`src/rtl/ex_sequencer_if.sv`:
```
// Execute-stage sequencer bundle: ID handshake, external ALU hookup, MEM handshake and flags.
// master = surrounding pipeline/ALU, slave = ex_sequencer.
interface ex_sequencer_if #(
    parameter int DATA_W = 32
);
    logic              in_valid;
    logic              in_ready;
    logic [DATA_W-1:0] in_rn;
    logic [DATA_W-1:0] in_rm;
    logic [11:0]       in_imm;
    logic [2:0]        in_icmd;
    logic [3:0]        in_alu_op;
    logic              in_s;
    logic              in_u;
    logic              in_branch;
    logic [3:0]        in_cond;
    logic [DATA_W-1:0] alu_a;
    logic [DATA_W-1:0] alu_b;
    logic [3:0]        alu_op;
    logic              alu_ci;
    logic [DATA_W-1:0] alu_out;
    logic [3:0]        alu_nzcv;
    logic              out_valid;
    logic              out_ready;
    logic [DATA_W-1:0] out_result;
    logic              out_taken;
    logic [3:0]        flags_nzcv;

    modport master (
        output in_valid, in_rn, in_rm, in_imm, in_icmd, in_alu_op, in_s, in_u,
               in_branch, in_cond, alu_out, alu_nzcv, out_ready,
        input  in_ready, alu_a, alu_b, alu_op, alu_ci, out_valid, out_result,
               out_taken, flags_nzcv
    );

    modport slave (
        input  in_valid, in_rn, in_rm, in_imm, in_icmd, in_alu_op, in_s, in_u,
               in_branch, in_cond, alu_out, alu_nzcv, out_ready,
        output in_ready, alu_a, alu_b, alu_op, alu_ci, out_valid, out_result,
               out_taken, flags_nzcv
    );
endinterface

```
`src/rtl/ex_sequencer.sv`:
```
// Execute-stage controller: shifter operand, one ALU op, NZCV register, branch condition.
// Define EX_SEQ_BARREL_EN for a single-cycle barrel shift instead of the 1-bit/cycle SHIFT state.
module ex_sequencer #(
    parameter int DATA_W = 32,
    parameter int CNT_W  = 6
) (
    input  logic          clk,
    input  logic          rst_n,
    ex_sequencer_if.slave bus
);
    typedef enum logic [1:0] {IDLE, SHIFT, EXEC, DONE} state_t;
    localparam logic [1:0] SH_LSL = 2'b00, SH_LSR = 2'b01, SH_ASR = 2'b10, SH_ROR = 2'b11;

    state_t            state_q, state_d;
    logic [DATA_W-1:0] rn_q, rn_d, opnd_q, opnd_d, result_q, result_d;
    logic [CNT_W-1:0]  cnt_q, cnt_d;
    logic [1:0]        stype_q, stype_d;
    logic [3:0]        op_q, op_d, cond_q, cond_d, flags_q, flags_d;
    logic              s_q, s_d, u_q, u_d, ls_q, ls_d, br_q, br_d;
    logic              cnt_nz_q, cnt_nz_d, shc_q, shc_d, taken_q, taken_d;

    logic [DATA_W-1:0] acc_opnd;
    logic [1:0]        acc_type;
    logic [CNT_W-1:0]  acc_cnt;
    logic              acc_ls;
    logic [DATA_W:0]   step_res;
    logic              is_arith, is_cmp;
    logic [DATA_W-1:0] alu_a_c, alu_b_c;
    logic [3:0]        alu_op_c;
    logic              alu_ci_c;

    function automatic logic cond_pass(input logic [3:0] c, input logic [3:0] f);
        logic n, z, cf, v;
        {n, z, cf, v} = f;
        case (c)
            4'h0:    return z;
            4'h1:    return !z;
            4'h2:    return cf;
            4'h3:    return !cf;
            4'h4:    return n;
            4'h5:    return !n;
            4'h6:    return v;
            4'h7:    return !v;
            4'h8:    return cf & !z;
            4'h9:    return !cf | z;
            4'hA:    return n == v;
            4'hB:    return n != v;
            4'hC:    return !z & (n == v);
            4'hD:    return z | (n != v);
            4'hE:    return 1'b1;
            default: return 1'b0;
        endcase
    endfunction

    always_comb begin
        acc_opnd = bus.in_rm;
        acc_type = bus.in_imm[6:5];
        acc_cnt  = CNT_W'(bus.in_imm[11:7]);
        acc_ls   = 1'b0;
        case (bus.in_icmd)
            3'b001: begin
                acc_opnd = DATA_W'(bus.in_imm[7:0]);
                acc_type = SH_ROR;
                acc_cnt  = CNT_W'({bus.in_imm[11:8], 1'b0});
            end
            3'b010: begin
                acc_opnd = DATA_W'(bus.in_imm);
                acc_type = SH_LSL;
                acc_cnt  = '0;
                acc_ls   = 1'b1;
            end
            3'b011: begin
                acc_type = SH_LSL;
                acc_cnt  = '0;
                acc_ls   = 1'b1;
            end
            default: ;
        endcase
    end

    // Single-bit step; the MSB of step_res is the bit falling out this cycle.
    always_comb begin
        case (stype_q)
            SH_LSL:  step_res = {opnd_q[DATA_W-1], opnd_q[DATA_W-2:0], 1'b0};
            SH_LSR:  step_res = {opnd_q[0], 1'b0, opnd_q[DATA_W-1:1]};
            SH_ASR:  step_res = {opnd_q[0], opnd_q[DATA_W-1], opnd_q[DATA_W-1:1]};
            default: step_res = {opnd_q[0], opnd_q[0], opnd_q[DATA_W-1:1]};
        endcase
    end

`ifdef EX_SEQ_BARREL_EN
    logic [2*DATA_W-1:0] bw;
    logic [DATA_W:0]     barrel_res;

    // Shift in a double-width window so the last bit shifted out lands at a fixed position.
    always_comb begin
        bw         = '0;
        barrel_res = '0;
        case (acc_type)
            SH_LSL: begin
                bw         = {{DATA_W{1'b0}}, acc_opnd} << acc_cnt;
                barrel_res = {bw[DATA_W], bw[DATA_W-1:0]};
            end
            SH_LSR: begin
                bw         = {acc_opnd, {DATA_W{1'b0}}} >> acc_cnt;
                barrel_res = {bw[DATA_W-1], bw[2*DATA_W-1:DATA_W]};
            end
            SH_ASR: begin
                bw         = $signed({acc_opnd, {DATA_W{1'b0}}}) >>> acc_cnt;
                barrel_res = {bw[DATA_W-1], bw[2*DATA_W-1:DATA_W]};
            end
            default: begin
                bw         = {acc_opnd, acc_opnd} >> acc_cnt;
                barrel_res = {bw[DATA_W-1], bw[DATA_W-1:0]};
            end
        endcase
    end
`endif

    assign is_cmp   = (op_q[3:2] == 2'b10);
    assign is_arith = (op_q inside {[4'b0010:4'b0111], 4'b1010, 4'b1011});

    always_comb begin
        state_d  = state_q;
        rn_d     = rn_q;
        opnd_d   = opnd_q;
        result_d = result_q;
        cnt_d    = cnt_q;
        stype_d  = stype_q;
        op_d     = op_q;
        cond_d   = cond_q;
        flags_d  = flags_q;
        s_d      = s_q;
        u_d      = u_q;
        ls_d     = ls_q;
        br_d     = br_q;
        cnt_nz_d = cnt_nz_q;
        shc_d    = shc_q;
        taken_d  = taken_q;
        alu_a_c  = '0;
        alu_b_c  = '0;
        alu_op_c = '0;
        alu_ci_c = 1'b0;
        case (state_q)
            IDLE: begin
                if (bus.in_valid) begin
                    rn_d     = bus.in_rn;
                    stype_d  = acc_type;
                    op_d     = bus.in_alu_op;
                    cond_d   = bus.in_cond;
                    s_d      = bus.in_s;
                    u_d      = bus.in_u;
                    ls_d     = acc_ls;
                    br_d     = bus.in_branch;
                    cnt_nz_d = (acc_cnt != '0);
`ifdef EX_SEQ_BARREL_EN
                    opnd_d   = barrel_res[DATA_W-1:0];
                    shc_d    = barrel_res[DATA_W];
                    cnt_d    = '0;
                    state_d  = EXEC;
`else
                    opnd_d   = acc_opnd;
                    shc_d    = 1'b0;
                    cnt_d    = acc_cnt;
                    state_d  = (acc_cnt != '0) ? SHIFT : EXEC;
`endif
                end
            end
            SHIFT: begin
                {shc_d, opnd_d} = step_res;
                cnt_d = cnt_q - 1'b1;
                if (cnt_q == CNT_W'(1)) state_d = EXEC;
            end
            EXEC: begin
                alu_a_c  = rn_q;
                alu_b_c  = opnd_q;
                alu_ci_c = flags_q[1];
                alu_op_c = ls_q ? (u_q ? 4'b0100 : 4'b0010) : op_q;
                result_d = bus.alu_out;
                taken_d  = br_q & cond_pass(cond_q, flags_q);
                // Logical ops take C from the shifter only when a shift really happened.
                if (!ls_q && (is_cmp || s_q)) begin
                    if (is_arith) begin
                        flags_d = bus.alu_nzcv;
                    end else begin
                        flags_d[3:2] = bus.alu_nzcv[3:2];
                        if (cnt_nz_q) flags_d[1] = shc_q;
                    end
                end
                state_d = DONE;
            end
            default: begin
                if (bus.out_ready) state_d = IDLE;
            end
        endcase
    end

    always_ff @(posedge clk or negedge rst_n) begin
        if (!rst_n) begin
            state_q  <= IDLE;
            rn_q     <= '0;
            opnd_q   <= '0;
            result_q <= '0;
            cnt_q    <= '0;
            stype_q  <= '0;
            op_q     <= '0;
            cond_q   <= '0;
            flags_q  <= '0;
            s_q      <= 1'b0;
            u_q      <= 1'b0;
            ls_q     <= 1'b0;
            br_q     <= 1'b0;
            cnt_nz_q <= 1'b0;
            shc_q    <= 1'b0;
            taken_q  <= 1'b0;
        end else begin
            state_q  <= state_d;
            rn_q     <= rn_d;
            opnd_q   <= opnd_d;
            result_q <= result_d;
            cnt_q    <= cnt_d;
            stype_q  <= stype_d;
            op_q     <= op_d;
            cond_q   <= cond_d;
            flags_q  <= flags_d;
            s_q      <= s_d;
            u_q      <= u_d;
            ls_q     <= ls_d;
            br_q     <= br_d;
            cnt_nz_q <= cnt_nz_d;
            shc_q    <= shc_d;
            taken_q  <= taken_d;
        end
    end

    assign bus.in_ready   = (state_q == IDLE);
    assign bus.out_valid  = (state_q == DONE);
    assign bus.out_result = result_q;
    assign bus.out_taken  = taken_q;
    assign bus.flags_nzcv = flags_q;
    assign bus.alu_a      = alu_a_c;
    assign bus.alu_b      = alu_b_c;
    assign bus.alu_op     = alu_op_c;
    assign bus.alu_ci     = alu_ci_c;
endmodule
```
`src/flat_wrapper.sv`:
```
// flat-port wrapper written by rule: the top's interface ports become plain ports
module ex_sequencer_flat 
#(
    parameter int DATA_W = 32,
    parameter int CNT_W  = 6
)
  (clk, rst_n, bus_in_valid, bus_in_rn, bus_in_rm, bus_in_imm, bus_in_icmd, bus_in_alu_op, bus_in_s, bus_in_u, bus_in_branch, bus_in_cond, bus_alu_out, bus_alu_nzcv, bus_out_ready, bus_in_ready, bus_alu_a, bus_alu_b, bus_alu_op, bus_alu_ci, bus_out_valid, bus_out_result, bus_out_taken, bus_flags_nzcv);
  ex_sequencer_if #(.DATA_W(DATA_W)) bus_i ();
  input  logic clk;
  input  logic rst_n;
  input wire logic [$bits(bus_i.in_valid)-1:0] bus_in_valid;
  input wire logic [$bits(bus_i.in_rn)-1:0] bus_in_rn;
  input wire logic [$bits(bus_i.in_rm)-1:0] bus_in_rm;
  input wire logic [$bits(bus_i.in_imm)-1:0] bus_in_imm;
  input wire logic [$bits(bus_i.in_icmd)-1:0] bus_in_icmd;
  input wire logic [$bits(bus_i.in_alu_op)-1:0] bus_in_alu_op;
  input wire logic [$bits(bus_i.in_s)-1:0] bus_in_s;
  input wire logic [$bits(bus_i.in_u)-1:0] bus_in_u;
  input wire logic [$bits(bus_i.in_branch)-1:0] bus_in_branch;
  input wire logic [$bits(bus_i.in_cond)-1:0] bus_in_cond;
  input wire logic [$bits(bus_i.alu_out)-1:0] bus_alu_out;
  input wire logic [$bits(bus_i.alu_nzcv)-1:0] bus_alu_nzcv;
  input wire logic [$bits(bus_i.out_ready)-1:0] bus_out_ready;
  output wire logic [$bits(bus_i.in_ready)-1:0] bus_in_ready;
  output wire logic [$bits(bus_i.alu_a)-1:0] bus_alu_a;
  output wire logic [$bits(bus_i.alu_b)-1:0] bus_alu_b;
  output wire logic [$bits(bus_i.alu_op)-1:0] bus_alu_op;
  output wire logic [$bits(bus_i.alu_ci)-1:0] bus_alu_ci;
  output wire logic [$bits(bus_i.out_valid)-1:0] bus_out_valid;
  output wire logic [$bits(bus_i.out_result)-1:0] bus_out_result;
  output wire logic [$bits(bus_i.out_taken)-1:0] bus_out_taken;
  output wire logic [$bits(bus_i.flags_nzcv)-1:0] bus_flags_nzcv;
  assign bus_i.in_valid = bus_in_valid;
  assign bus_i.in_rn = bus_in_rn;
  assign bus_i.in_rm = bus_in_rm;
  assign bus_i.in_imm = bus_in_imm;
  assign bus_i.in_icmd = bus_in_icmd;
  assign bus_i.in_alu_op = bus_in_alu_op;
  assign bus_i.in_s = bus_in_s;
  assign bus_i.in_u = bus_in_u;
  assign bus_i.in_branch = bus_in_branch;
  assign bus_i.in_cond = bus_in_cond;
  assign bus_i.alu_out = bus_alu_out;
  assign bus_i.alu_nzcv = bus_alu_nzcv;
  assign bus_i.out_ready = bus_out_ready;
  assign bus_in_ready = bus_i.in_ready;
  assign bus_alu_a = bus_i.alu_a;
  assign bus_alu_b = bus_i.alu_b;
  assign bus_alu_op = bus_i.alu_op;
  assign bus_alu_ci = bus_i.alu_ci;
  assign bus_out_valid = bus_i.out_valid;
  assign bus_out_result = bus_i.out_result;
  assign bus_out_taken = bus_i.out_taken;
  assign bus_flags_nzcv = bus_i.flags_nzcv;
  ex_sequencer #(.DATA_W(DATA_W), .CNT_W(CNT_W)) u_core (.clk(clk), .rst_n(rst_n), .bus(bus_i));
endmodule
```
`config.mk`:
```
export PLATFORM = sky130hd
export DESIGN_NAME = ex_sequencer_flat
export DESIGN_NICKNAME = d
export VERILOG_FILES = /design/src/rtl/ex_sequencer_if.sv /design/src/rtl/ex_sequencer.sv /design/src/flat_wrapper.sv
export SDC_FILE = /design/constraint.sdc
export NUM_CORES = 1
export LEC_CHECK = 0
export CAP_MARGIN = 30
export CORE_MARGIN = 5
export CORE_UTILIZATION = 49
export CTS_CLUSTER_SIZE = 40
export DETAILED_ROUTE_END_ITERATION = 8
export PLACE_DENSITY = 0.84
export SLEW_MARGIN = 20
export SYNTH_ARGS = -nofsm -noshare
export SYNTH_HDL_FRONTEND = slang
export SYNTH_SLANG_ARGS = --single-unit
```
`constraint.sdc`:
```
create_clock -name clk -period 3.3 [get_ports clk]
set_input_delay 0.495 -clock clk [delete_from_list [all_inputs] [get_ports clk]]
set_output_delay 0.495 -clock clk [all_outputs]
set_load 0.02 [all_outputs]
```
==> flow_summary.json, run 1 <==
{
  "outcome": "finished clean",
  "max_freq_ghz": 0.325,
  "synth.most_common_cell": "dfrtp_1",
  "worstReg2RegEnd": "u_core.cnt_q[4]",
  "tritoncts": "built",
  "area_delta_synth_final_pct": 47.9,
  "cp-start-kind": "flop",
  "slowest_stage": "clkdlybuf4s50_1",
  "antenna_cells": 0,
  "cts_inserted_buffers": 17,
  "crit_arrival_ns": 2.58,
  "skew_ns": 0.00907,
  "synth_top_flop_cell": "dfrtp_1",
  "cts.clk_slew.worst_paths_ns": 0.05,
  "wire_per_inst_um": 17.5,
  "clockRootBuffer": "clkbuf_16",
  "antenna_found_initial": 0,
  "ys_ff_latch": 125,
  "final_util": 0.730,
  "peakVddDrop_mv": 0.615,
  "htreeDepth": 4,
  "dieArea_um2": 15600,
  "ys_seq_area_frac": 0.482,
  "avgSynthCellArea_um2": 10.3,
  "postRouteAntennaNets": 0,
  "grt_util_met2": 0.407,
  "ctsHoldBuffers": 0,
  "grt.met1_usage": 0.263,
  "cts_setup_buffers": 0,
  "setup_viol": 0,
  "numPlacedInstances": 1012,
  "holdCritPathClass": "in -> async",
  "endpoint_kind": "output pin",
  "grt_pass1_vias": 5954,
  "first_pass_iters": 5,
  "multiInputGateArea_um2": 3140,
  "routed_wl_um": 18200,
  "rrSetupSlack_ns": 1.01,
  "gp_congestion": 0.824,
  "layout.nets": 993,
  "synth_edf_count": 0,
  "ios": 238,
  "crit_required_ns": 2.80,
  "yosysTopAreaCell": "dfrtp_1",
  "tightest_slew_ns": 0.800,
  "regArea_um2": 3130,
  "finalMaxSlewViolations": 0,
  "fin_tns_setup_ns": 0,
  "period_minus_slack_ns": 3.07,
  "grt_use_met3": 0.0883,
  "ys_top_cells_by_count": "dfrtp_1 (125), a21oi_1 (85), mux2_2 (83)",
  "crit_chain": "inv_1 -> ha_4 -> buf_12 -> and2_1 -> clkdlybuf4s50_1",
  "maxCapViolCount": 0,
  "finalHoldViolCount": 0,
  "hpwl_um": 13200,
  "post-place-ws_ns": 0.662,
  "overflow": 0,
  "ff2ff_path_depth": 6,
  "synth_nets": 770,
  "rsz0062_at_grt": "false",
  "yosysUniqueCellTypes": 54,
  "clkSinkCount": 125,
  "die_y_um": 125,
  "max-slew-margin-rel": 0.467,
  "path_max_fanout": 75,
  "fin_ws_ns": 0.227,
  "power_density_nw_per_um2": 1020,
  "leakagePower_nw": 3.92,
  "grt_max_degree": 76,
  "synthCells": 633,
  "period_share": 0.931,
  "r2r-start": "u_core.state_q[1]",
  "via_per_inst": 5.40,
  "grtUsageTotal": 0.236,
  "ys_async_sr_fraction": 1.00,
  "num_vias": 5635,
  "num-fill-cells": 946,
  "post_cts_resized": 0,
  "worstSetupPathType": "reg -> out",
  "yosysWarnings": 0,
  "port_buffers": 237,
  "die_w_um": 125,
  "finalPower_mw": 9.78,
  "synthTopCellsByArea": "dfrtp_1 (48%), mux2_2 (14%), a21oi_1 (6.6%)",
  "yosysTopAreaCellShare": 0.482,
  "gr-max-usage-layer": "met2",
  "crit_path_max_incr_delay_ns": 0.64,
  "num_rows": 42,
  "core-area_um2": 13100,
  "drive_gt1_frac": 0.157,
  "drt-initial-drc-count": 337,
  "grt_pass1_wl_um": 30100,
  "fin_cells": 1044,
  "drc": 0,
  "synth_area_um2": 6490,
  "clock_latency_ns": 0.41,
  "start_util": 0.494,
  "cts.path.max_buffers": 2
}
[layer usage]
layer / part of all wire / vias up
met5: 0 / -
met4: 0.027 / 0
met3: 0.082 / 42
met2: 0.51 / 228
met1: 0.38 / 2703
li1: - / 2662
[through the flow]
step	instance area, um2	hold WS (ns)
2_1_floorplan	6490	0.199
3_3_place_gp	8990	0.479
3_5_place_dp	9010	0.490
4_1_cts	9580	0.102
5_1_grt	9590	0.134
6_report	9590	0.0910
[sequential cells by signal, summed over array words and instances (netlist names)]
name and flops:
u_core.br_q 1, u_core.bus.flags_nzcv 4, u_core.bus.out_result 32, u_core.bus.out_taken 1
u_core.cnt_nz_q 1, u_core.cnt_q 6, u_core.cond_q 4, u_core.ls_q 1
u_core.op_q 4, u_core.opnd_q 32, u_core.rn_q 32, u_core.s_q 1
u_core.shc_q 1, u_core.state_q 2, u_core.stype_q 2, u_core.u_q 1
[cell type report]
class | count | share of cell area
tap | 176 | 0.0230
inverter | 8 | 0.00313
clock inverter | 7 | 0.00913
multi-input combinational | 454 | 0.328
timing repair buffer | 250 | 0.261
sequential | 125 | 0.326
clock buffer | 24 | 0.0502
[power by group]
part / leakage, nW / total, mW / internal [mW] / switching [mW]
Combinational: 2.16 / 4.99 / 2.44 / 2.55
Sequential: 1.48 / 2.99 / 2.34 / 0.650
Clock: 0.280 / 1.80 / 1.16 / 0.642
[worst max-delay path, delay by kind of cell, from the launching register on]
family / cells / cell delay, ns
flops: 1 / 0.41
buf+inv: 3 / 1.14
fa+ha+maj: 1 / 0.40
simple gates: 1 / 0.19
[worst max-delay path by stage]
stage	startpoint	endpoint	slack, ns	depth (start not counted)
after floorplan	u_core.state_q[0]	u_core.opnd_q[20]	1.36	8
after CTS	u_core.state_q[0]	bus_alu_op[2]	0.21	5
after global placement	u_core.state_q[0]	bus_alu_op[2]	0.77	5
after detailed placement	u_core.state_q[0]	bus_alu_op[2]	0.66	5
after global routing	u_core.state_q[0]	bus_alu_b[2]	0.1	5
final	u_core.state_q[0]	bus_alu_b[2]	0.23	5
[cell usage in the layout, fill, tap and decap left out, types with 3 or more instances in the layout]
cell type and n:
clkbuf_8 3, clkbuf_16 17, a21oi_1 85, nor2_1 37, clkinv_2 4, clkdlybuf4s50_1 236
buf_4 11, ha_1 6, mux2_2 83, and2_1 68, dfrtp_1 125, a222oi_1 4
mux2i_1 7, mux2_1 7, nor2b_1 7, clkbuf_1 4, inv_1 7, nand3_1 3
nand2_1 45, o31a_1 3, o21ai_1 16, o21ai_0 33
[cells by family after synthesis]
kind of cell	count (synthesis)	synth area share
and+or+nand+nor	181	0.149
adders and majority gates	7	0.0135
AOI/OAI and AO/OA	166	0.146
muxes	97	0.167
DFF	125	0.482
xor gates and xnor gates	3	0.00521
buffers and inverters	54	0.0372
Power figures use the tool's default switching activity.
==> inputs of run 2 (changes only) <==
Settings changed: CORE_MARGIN 5 to 2.
==> flow_summary.json, run 2 (synthesized netlist as in run 1, its figures left out) <==
{
  "path_max_fanout": 39,
  "p_seq_frac": 0.308,
  "maxCapViolCount": 0,
  "power_density_nw_per_um2": 1020,
  "dieArea_um2": 14200,
  "first_pass_iters": 6,
  "drt-initial-drc-count": 483,
  "htreeDepth": 4,
  "gp_congestion": 0.833,
  "crit_arrival_ns": 2.51,
  "cts.path.max_buffers": 2,
  "hpwl_um": 12900,
  "port_buffers": 237,
  "crit_path_max_incr_delay_ns": 0.61,
  "peakVddDrop_mv": 0.675,
  "finalMaxSlewViolations": 0,
  "clkPwrFrac": 0.183,
  "outcome": "finished clean",
  "num_vias": 5695,
  "start_util": 0.496,
  "cts_setup_buffers": 0,
  "p_switching_mw": 3.89,
  "p_int_mw": 5.94,
  "layout.nets": 991,
  "swShare": 0.396,
  "layout_common_cells": "clkdlybuf4s50_1 (236), dfrtp_1 (125), a21oi_1 (85)",
  "die_y_um": 119,
  "fin_tns_setup_ns": 0,
  "grt_pass1_wl_um": 29700,
  "tightest_slew_ns": 0.879,
  "tritoncts": "built",
  "cts.clk_slew.worst_paths_ns": 0.06,
  "skew_ns": 0.00677,
  "final_common_cell": "clkdlybuf4s50_1",
  "cts_inserted_buffers": 17,
  "holdCritPathClass": "in -> async",
  "combPwrFrac": 0.509,
  "clock_latency_ns": 0.42,
  "path_buf_inv": 2,
  "num-fill-cells": 873,
  "max-slew-margin-rel": 0.413,
  "drc": 0,
  "via_per_inst": 5.47,
  "path_delay_family": "buffers and inverters",
  "slowest_stage": "clkdlybuf4s50_1",
  "period_minus_slack_ns": 3.00,
  "routed_wl_um": 18100,
  "drive_gt1_frac": 0.157,
  "stdcell_area_um2": 9600,
  "clockRootBuffer": "clkbuf_16",
  "endpoint_kind": "output pin",
  "die_w_um": 119,
  "crit_chain": "inv_1 -> ha_4 -> nor2b_1 -> and2_1 -> clkdlybuf4s50_1",
  "cp-start-kind": "flop",
  "ios": 238,
  "worstSetupPathType": "reg -> out",
  "antenna_cells": 0,
  "max_freq_ghz": 0.333,
  "clkSinkCount": 125,
  "wire_per_inst_um": 17.4,
  "overflow": 0,
  "num_rows": 42,
  "grt_pass1_vias": 5985,
  "place_area_um2": 9030,
  "period_share": 0.910,
  "grtUsageTotal": 0.263,
  "post_cts_resized": 0,
  "rsz0062_at_grt": "false",
  "ctsHoldBuffers": 0,
  "antenna_found_initial": 0,
  "leakagePower_nw": 3.92,
  "crit_required_ns": 2.80,
  "area_delta_synth_final_pct": 48.0,
  "core-area_um2": 13100,
  "finalHoldViolCount": 0,
  "postRouteAntennaNets": 0,
  "setup_viol": 0,
  "grt_max_degree": 67
}
[run 2: layout make-up]
cell class / count / area (um2) / area share
sequential: 125 / 3130 / 0.326
tap: 176 / 220 / 0.0229
inverter: 8 / 30.0 / 0.00313
timing repair buffer: 248 / 2510 / 0.261
clock inverter: 6 / 57.6 / 0.00599
multi-input combinational: 454 / 3140 / 0.327
clock buffer: 25 / 515 / 0.0537
[run 2: power by group through the flow]
| stage | Combinational, mW | Sequential, mW | Clock, mW |
|---|---|---|---|
| 6_report | 5.00 | 3.03 | 1.80 |
| 5_1_grt | 5.45 | 3.13 | 1.90 |
| 4_1_cts | 5.03 | 3.01 | 1.83 |
| 3_5_place_dp | 4.98 | 3.02 | 0 |
| 3_3_place_gp | 4.75 | 2.98 | 0 |
| 2_1_floorplan | 3.03 | 3.04 | 0 |
[run 2: worst paths after layout]
check | from | depth (start not counted) | slack, ns | end
worst max-delay path | u_core.state_q[0] | 5 | 0.30 | bus_alu_op[0]
worst min-delay path | rst_n | 1 | 0.17 | u_core.bus.out_result[2]
worst max register to register | u_core.state_q[1] | 6 | 0.85 | u_core.cnt_q[3]
worst min register to register | u_core.rn_q[8] | 1 | 0.50 | u_core.rn_q[8]
max in group asynchronous | rst_n | 2 | 2.29 | u_core.bus.out_result[24]
min in group clk | u_core.rn_q[8] | 1 | 0.50 | u_core.rn_q[8]
[run 2: through the flow]
stage	power (mW)	hold slack [ns]	worst slack, ns	utilization	std cells
floorplan	6.07	0.199	1.36	-	633
global placement	7.73	0.480	0.849	0.688	1010
detailed placement	8.00	0.490	0.799	0.690	1011
CTS	9.87	0.217	0.269	0.734	1042
global route	10.5	0.245	0.161	0.734	1042
finish	9.83	0.174	0.298	0.734	1042
[run 2: per-layer routing]
layer | vias up | part of all wire | track usage
met4 | 0 | 0.020 | 0.0997
met1 | 2755 | 0.40 | 0.315
met3 | 32 | 0.078 | 0.0809
met2 | 256 | 0.50 | 0.446
met5 | - | 0 | 0
li1 | 2652 | - | -
==> inputs of run 3 (changes only) <==
Settings changed: CTS_CLUSTER_SIZE 40 to unset, REMOVE_ABC_BUFFERS set to 1.
==> flow_summary.json, run 3 (synthesized netlist as in run 1, its figures left out) <==
{
  "outcome": "finished clean",
  "max_freq_ghz": 0.332,
  "port_buffers": 237,
  "num_rows": 42,
  "grtUsageTotal": 0.271,
  "gp_congestion": 0.884,
  "r2r-start": "u_core.state_q[1]",
  "postRouteAntennaNets": 0,
  "endpoint_kind": "output pin",
  "antenna_found_initial": 0,
  "wire_per_inst_um": 18.0,
  "cp-start-kind": "flop",
  "post_cts_resized": 0,
  "num_vias": 5726,
  "skew_ns": 0.00746,
  "grt_pass1_wl_um": 30500,
  "regArea_um2": 3130,
  "layout_common_cells": "clkdlybuf4s50_1 (236), dfrtp_1 (125), a21oi_1 (85)",
  "place_area_um2": 9030,
  "drive_gt1_frac": 0.161,
  "finalMaxSlewViolations": 0,
  "first_pass_iters": 6,
  "cts.clk_slew.worst_paths_ns": 0.06,
  "worstSetupPathType": "reg -> out",
  "routed_wl_um": 18800,
  "grt_pass1_vias": 5928,
  "drt-initial-drc-count": 542,
  "htreeDepth": 4,
  "core-area_um2": 13100,
  "cts_setup_buffers": 0,
  "crit_required_ns": 2.80,
  "crit_arrival_ns": 2.52,
  "area_delta_synth_final_pct": 49.9,
  "peakVddDrop_mv": 0.737,
  "max-slew-margin-rel": 0.422,
  "tritoncts": "built",
  "grt_max_degree": 68,
  "setup_viol": 0,
  "cts_inserted_buffers": 17,
  "crit_start": "u_core.state_q[0]",
  "die_y_um": 119,
  "fin_ws_ns": 0.288,
  "path_max_fanout": 50,
  "stdcell_area_um2": 9730,
  "final_common_cell": "clkdlybuf4s50_1",
  "finalHoldViolCount": 0,
  "ctsHoldBuffers": 0,
  "rsz0062_at_grt": "false",
  "num-fill-cells": 862,
  "start_util": 0.496,
  "leakagePower_nw": 3.98,
  "antenna_cells": 0,
  "overflow": 0,
  "hpwl_um": 13200,
  "clock_latency_ns": 0.42,
  "clkSinkCount": 125,
  "period_share": 0.913,
  "power_density_nw_per_um2": 1060,
  "post-place-ws_ns": 0.752,
  "via_per_inst": 5.48,
  "ios": 238,
  "layout.nets": 992,
  "period_minus_slack_ns": 3.01,
  "die_w_um": 119,
  "drc": 0,
  "dieArea_um2": 14200,
  "multiInputGateArea_um2": 3140,
  "cts.path.max_buffers": 2,
  "maxCapViolCount": 0,
  "tightest_slew_ns": 0.867,
  "holdCritPathClass": "in -> async",
  "clockRootBuffer": "clkbuf_16"
}
run 3: cell types whose count changed in the layout (fill, tap and decap cells not counted):
cell       previous run  this run
bufinv_16             1         7
clkbuf_8              6         1
inv_6                 0         2
buf_4                 8        10
clkbuf_1              2         0
clkinv_2              4         2
buf_12                3         2
clkinv_4              0         2
run 3: routing by layer:
layer,track usage,routed length [um],part of all wire
met4,0.0677,237,0.013
met2,0.466,9840,0.52
met1,0.327,7240,0.38
met5,0,0,0
met3,0.0915,1520,0.081
run 3: area by class of cell:
cell class              instances  area share
multi-input cells             454       0.323
flip-flops and latches        125       0.322
repair buffers                249       0.257
clock buffers                  18      0.0451
clock inverters                14      0.0270
well taps                     176      0.0226
inverters                       8     0.00309
run 3: worst max-delay path: stages, from the launching register on:
cell,delay [ns]
dfrtp_1,0.42
inv_1,0.18
ha_4,0.41
buf_12,0.26
and2_1,0.17
clkdlybuf4s50_1,0.63
run 3: metrics by stage:
| step | total power [mW] | util | instances | setup TNS, ns | hold WS (ns) |
|---|---|---|---|---|---|
| finish | 10.3 | 0.743 | 1044 | 0 | 0.196 |
| global route | 10.9 | 0.743 | 1044 | 0 | 0.257 |
| CTS | 10.3 | 0.743 | 1044 | 0 | 0.223 |
| detailed placement | 8.02 | 0.690 | 1012 | 0 | 0.488 |
| global placement | 7.72 | 0.688 | 1011 | 0 | 0.481 |
| floorplan | 5.91 | - | 587 | -5.97 | 0.199 |
run 3: worst paths after layout:
| kind | endpoint | slack (ns) | depth (start not counted) |
|---|---|---|---|
| max | bus_alu_a[17] | 0.29 | 5 |
| min | u_core.s_q | 0.20 | 1 |
| max reg2reg | u_core.cnt_q[4] | 0.93 | 6 |
| min reg2reg | u_core.op_q[0] | 0.50 | 1 |
| max in group asynchronous | u_core.stype_q[0] | 2.30 | 2 |
| min in group clk | u_core.op_q[0] | 0.50 | 1 |
run 3: power breakdown:
group | switching (mW) | internal (mW) | leakage, nW
combinational | 2.58 | 2.45 | 2.16
sequential | 0.703 | 2.34 | 1.48
clock | 0.700 | 1.52 | 0.341
==> RTL change 1 (config.mk and constraints of run 1) <==
Add a define of `EX_SEQ_BARREL_EN`.
--- a/src/rtl/ex_sequencer.sv
+++ b/src/rtl/ex_sequencer.sv
@@ -1,5 +1,7 @@
 // Execute-stage controller: shifter operand, one ALU op, NZCV register, branch condition.
 // Define EX_SEQ_BARREL_EN for a single-cycle barrel shift instead of the 1-bit/cycle SHIFT state.
+`define EX_SEQ_BARREL_EN
+
 module ex_sequencer #(
     parameter int DATA_W = 32,
     parameter int CNT_W  = 6
Function: changed (a bounded check fails within 4 cycles, from zero or initial values and one cycle with rst_n low).
==> RTL change 1 against run 1 <==
  * Sequential power rose by 2%
  * Critical path type is now in2reg
  * Total power rose by 17%
  * Worst setup slack got worse by 60 ps
  * Routed wire length rose to 3.5 times the old value
  * Sequential cell count did not move
  * Die area rose by 83%
  * Critical endpoint is now u_core.opnd_q[25]
  * Register-to-register slack got worse by 520 ps
  * Synthesized area rose by 91%
  * Largest cell class unchanged
  * Critical path depth rose by 7
  * Final cell count rose by 140%
  * Core utilization fell by 2.6 points
  * Cell area rose by 84%
==> RTL change 1: results (changes against run 1) <==
Setup path
  • Crit path capture: u_core.opnd_q[25]
  • Worst R2R Path Depth: 8 (+2)
  • Reg-to-reg startpoint: u_core.state_q[0]

Logic synthesis
  • Mux contribution to synthesized area: 0.103 (-0.0645)
  • Yosys cell types: 101 (+87%)
  • Main combinational cell family by area after synthesis: compound AO/OA/AOI/OAI gates
  • Dominant cells by area after synthesis: dfrtp_1 25%, nand2_1 12%, mux2i_1 6.6%

Placement
  • Gp weighted congestion: 1.15 (+40%)
  • DP HPWL: 50700 µm (+280%)
  • Pre-CTS setup slack: -171 ps (-833 ps)

Timing
  • Fmax achieved: 319 MHz (-1.9%)
  • Hold_ws: 469 ps (+378 ps)

Drt
  • DRT Pass-1 Iters: 6 (+1)
  • WL final: 64300 µm (+250%)
  • DR iter-0 viols: 2815 (+740%)

Finish
  • Nets@finish: 2245 (+130%)
  • Fraction of layout instances using a drive strength above 1: 0.206 (+0.0489)

Global routing
  • Largest net degree at the start of global routing: 96 (+26%)
  • M3 GR Usage: 0.110 (+0.0220)
  • Grt met1 use: 0.557 (+0.294)
  • Vias in the first global route: 15700 (+160%)
  • Grt met2 use: 0.686 (+0.278)
  • First-pass GRT wire length: 96600 µm (+220%)

CTS
  • Later-pin clock latency in the skew report: 430 ps (+20 ps)
  • Clock transition at path regs: 70 ps (+20 ps)

Outcome
  • Outcome: completed

Pwr
  • P_leak: 7.78 nW (+98%)
-- RTL change 1: changes by cell type after synthesis, sizes merged, moves of 39 or more --
| cell | change |
|---|---|
| o21ai | +67 |
| mux2 | -56 |
| buf | +58 |
| a31oi | +39 |
| nor2 | +64 |
| mux2i | +75 |
| nand3 | +67 |
| clkbuf | +48 |
| nand2 | +359 |
-- RTL change 1: cell type report --
cell class	instances	area, µm²	share of cell area
Antenna cell	1	2.50	0.000142
Clock buffer	17	425	0.0241
Clock inverter	15	169	0.00958
Inverter	17	63.8	0.00362
Multi-Input combinational cell	1399	8440	0.478
Sequential cell	125	3130	0.177
Tap cell	330	413	0.0234
Timing Repair Buffer	553	5000	0.284
-- RTL change 1: worst max-delay path, stage by stage --
cell	delay [ps]
clkdlybuf4s50_1	400
buf_4	190
buf_4	180
o21ai_0	540
and3_1	260
a31oi_1	40
buf_4	150
buf_4	120
a21boi_1	400
a221o_1	240
o2111ai_1	250
a31oi_1	210
-- RTL change 1: timing repair --
item / in CTS / in global routing
hold buffers: 1 / 0
setup buffers: 0 / 0
endpoints found under the hold margin: 18 / 0
-- RTL change 1: power by group --
part | total (W) | switching (W) | leakage [nW] | internal, W
Clock | 0.00194 | 0.000860 | 0.290 | 0.00108
Sequential | 0.00304 | 0.000767 | 1.53 | 0.00227
Combinational | 0.00645 | 0.00373 | 5.96 | 0.00272
Total | 0.0114 | 0.00536 | 7.78 | 0.00607
-- RTL change 1: through the flow --
stage	total power [W]	utilization	area (µm²)	instances	TNS, ps
floorplan	0.00634	-	12400	1693	0
global placement	0.00903	0.680	17000	2423	-751
detailed placement	0.00923	0.680	17000	2423	-1650
CTS	0.0112	0.704	17600	2456	0
global route	0.0120	0.705	17600	2457	0
finish	0.0114	0.705	17600	2457	0
==> RTL change 2 (flow settings as in run 1) <==
Made on the original files. Reset style: synchronous (`rst_n`), changed in one clocked block.
--- a/src/rtl/ex_sequencer.sv
+++ b/src/rtl/ex_sequencer.sv
@@ -195,7 +195,7 @@
         endcase
     end
 
-    always_ff @(posedge clk or negedge rst_n) begin
+    always_ff @(posedge clk) begin
         if (!rst_n) begin
             state_q  <= IDLE;
             rn_q     <= '0;
Formal check against the unedited RTL: differs if rst_n is asserted again (counterexample within 4 cycles, from zero or initial values and one cycle with rst_n low); with rst_n held inactive, the same outputs for 4 cycles.
==> RTL change 2 against run 1 <==
  * Sequential cell count stayed put
  * Count of clock-buffer cells in the layout shrank 2
  * Core utilization grew 1.7 points
  * Routed wire length rose by 4.4%
  * Synthesized cell count up 17%
  * Synthesized area down 3.9%
  * Worst setup slack better by 170 ps
  * Cell area is 2.1% lower
  * Critical path type unchanged
  * Largest cell class unchanged
Power is not compared: it rests on default switching activity, and its combinational part moved more than twofold at a synthesized area within 25%.
==> RTL change 2: results (changes against run 1) <==
Logic synthesis
  • Synth Area in XOR/XNOR: 0.00542 (+0.000209)
  • Synth Flop Type: dfxtp_1
  • Dominant cells by area after synthesis: dfxtp_1 40%, mux2i_1 7.4%, nand2_1 6.9%
  • Yosys top cell area share: 0.401 (-0.0809)
  • Synth Area in Adders: 0.0140 (+0.000541)
  • Register area share after synthesis: 0.401 (-0.0809)
  • Post-synthesis compound-gate area fraction: 0.186 (+0.0392)
  • FFs w/ async S/R, synth: 0 (-1.00)
  • Commonest cells post-synth: 125 x dfxtp_1, 114 x nand2_1, 80 x a21oi_1, 76 x nor2_1, 68 x and2_1

Setup path
  • Reg-to-reg startpoint: u_core.state_q[1]
  • Max FO, Critical Path: 30 (-60%)
  • Crit Reg-Reg Endpoint: u_core.opnd_q[9]
  • Critical Path Source: u_core.state_q[0]
  • Crit path capture: bus_alu_a[17]
  • Worst R2R Path Depth: 7 (+1)
  • Register-to-register setup slack: 930 ps (-80 ps)

Global routing
  • First-pass GRT wire length: 29300 µm (-2.6%)
  • Vias in the first global route: 5947 (-0.12%)
  • M3 GR Usage: 0.0797 (-0.00855)
  • Gr usage total: 0.246 (+0.0100)
  • Grt met1 use: 0.288 (+0.0249)

Finish
  • #MultiIn Comb: 549 (+21%)
  • Fraction of layout instances using a drive strength above 1: 0.111 (-0.0459)
  • Clock network area share: 0.0711 (+0.0118)
  • Non-clk buf share: 0.265 (+0.00417)
  • Fill cell count: 914 (-3.4%)
  • Non-CTS buffers: 251 (+0.40%)
  • Clkbuf count: 22 (-8.3%)

Drt
  • Metal-1 WL: 7620 µm (+11%)
  • WL final: 19000 µm (+4.4%)
  • DRT Pass-1 Iters: 7 (+2)
  • Drt via density: 5.34 (-1.1%)
  • Wire length on met2: 9560 µm (+2.1%)

Timing
  • Hold_ws: 450 ps (+359 ps)
  • Setup Skew: 7.36 ps (-1.70 ps)
  • Slew @ Worst Pin: 813 ps (+13.6 ps)
  • Minimum clock period: 2900 ps (-173 ps)

Outcome
  • Outcome: completed

Placement
  • Placed instance count: 1105 (+9.2%)
  • Placed instance area: 8700 µm² (-3.4%)

Min path
  • Hold Path Class: reg2reg
## RTL change 2: cell count changes after synthesis, moves of 6 or more
| cell | change |
|---|---|
| a221oi_2 | +17 |
| buf_1 | +9 |
| clkbuf_1 | +6 |
| dfrtp_1 | -125 |
| dfxtp_1 | +125 |
| mux2_2 | -54 |
| mux2i_1 | +39 |
| nand2_1 | +69 |
| nor2_1 | +39 |
| o21ai_1 | -8 |
## RTL change 2: power by group through the flow
stage / clock [W] / sequential [W] / combinational [W]
after global placement: 0 / 0.00226 / 0.00228
after floorplan: 0 / 0.00225 / 0.00155
after global routing: 0.00219 / 0.00232 / 0.00259
final: 0.00209 / 0.00227 / 0.00236
after CTS: 0.00211 / 0.00226 / 0.00236
after detailed placement: 0 / 0.00227 / 0.00232
## RTL change 2: cells by family after synthesis
family / count (synthesis)
AO/OA/AOI/OAI: 173
XOR/XNOR: 3
adder cells (fa/ha/maj): 7
buffers and inverters: 66
flip-flops: 125
multiplexers: 77
AND/OR/NAND/NOR: 289
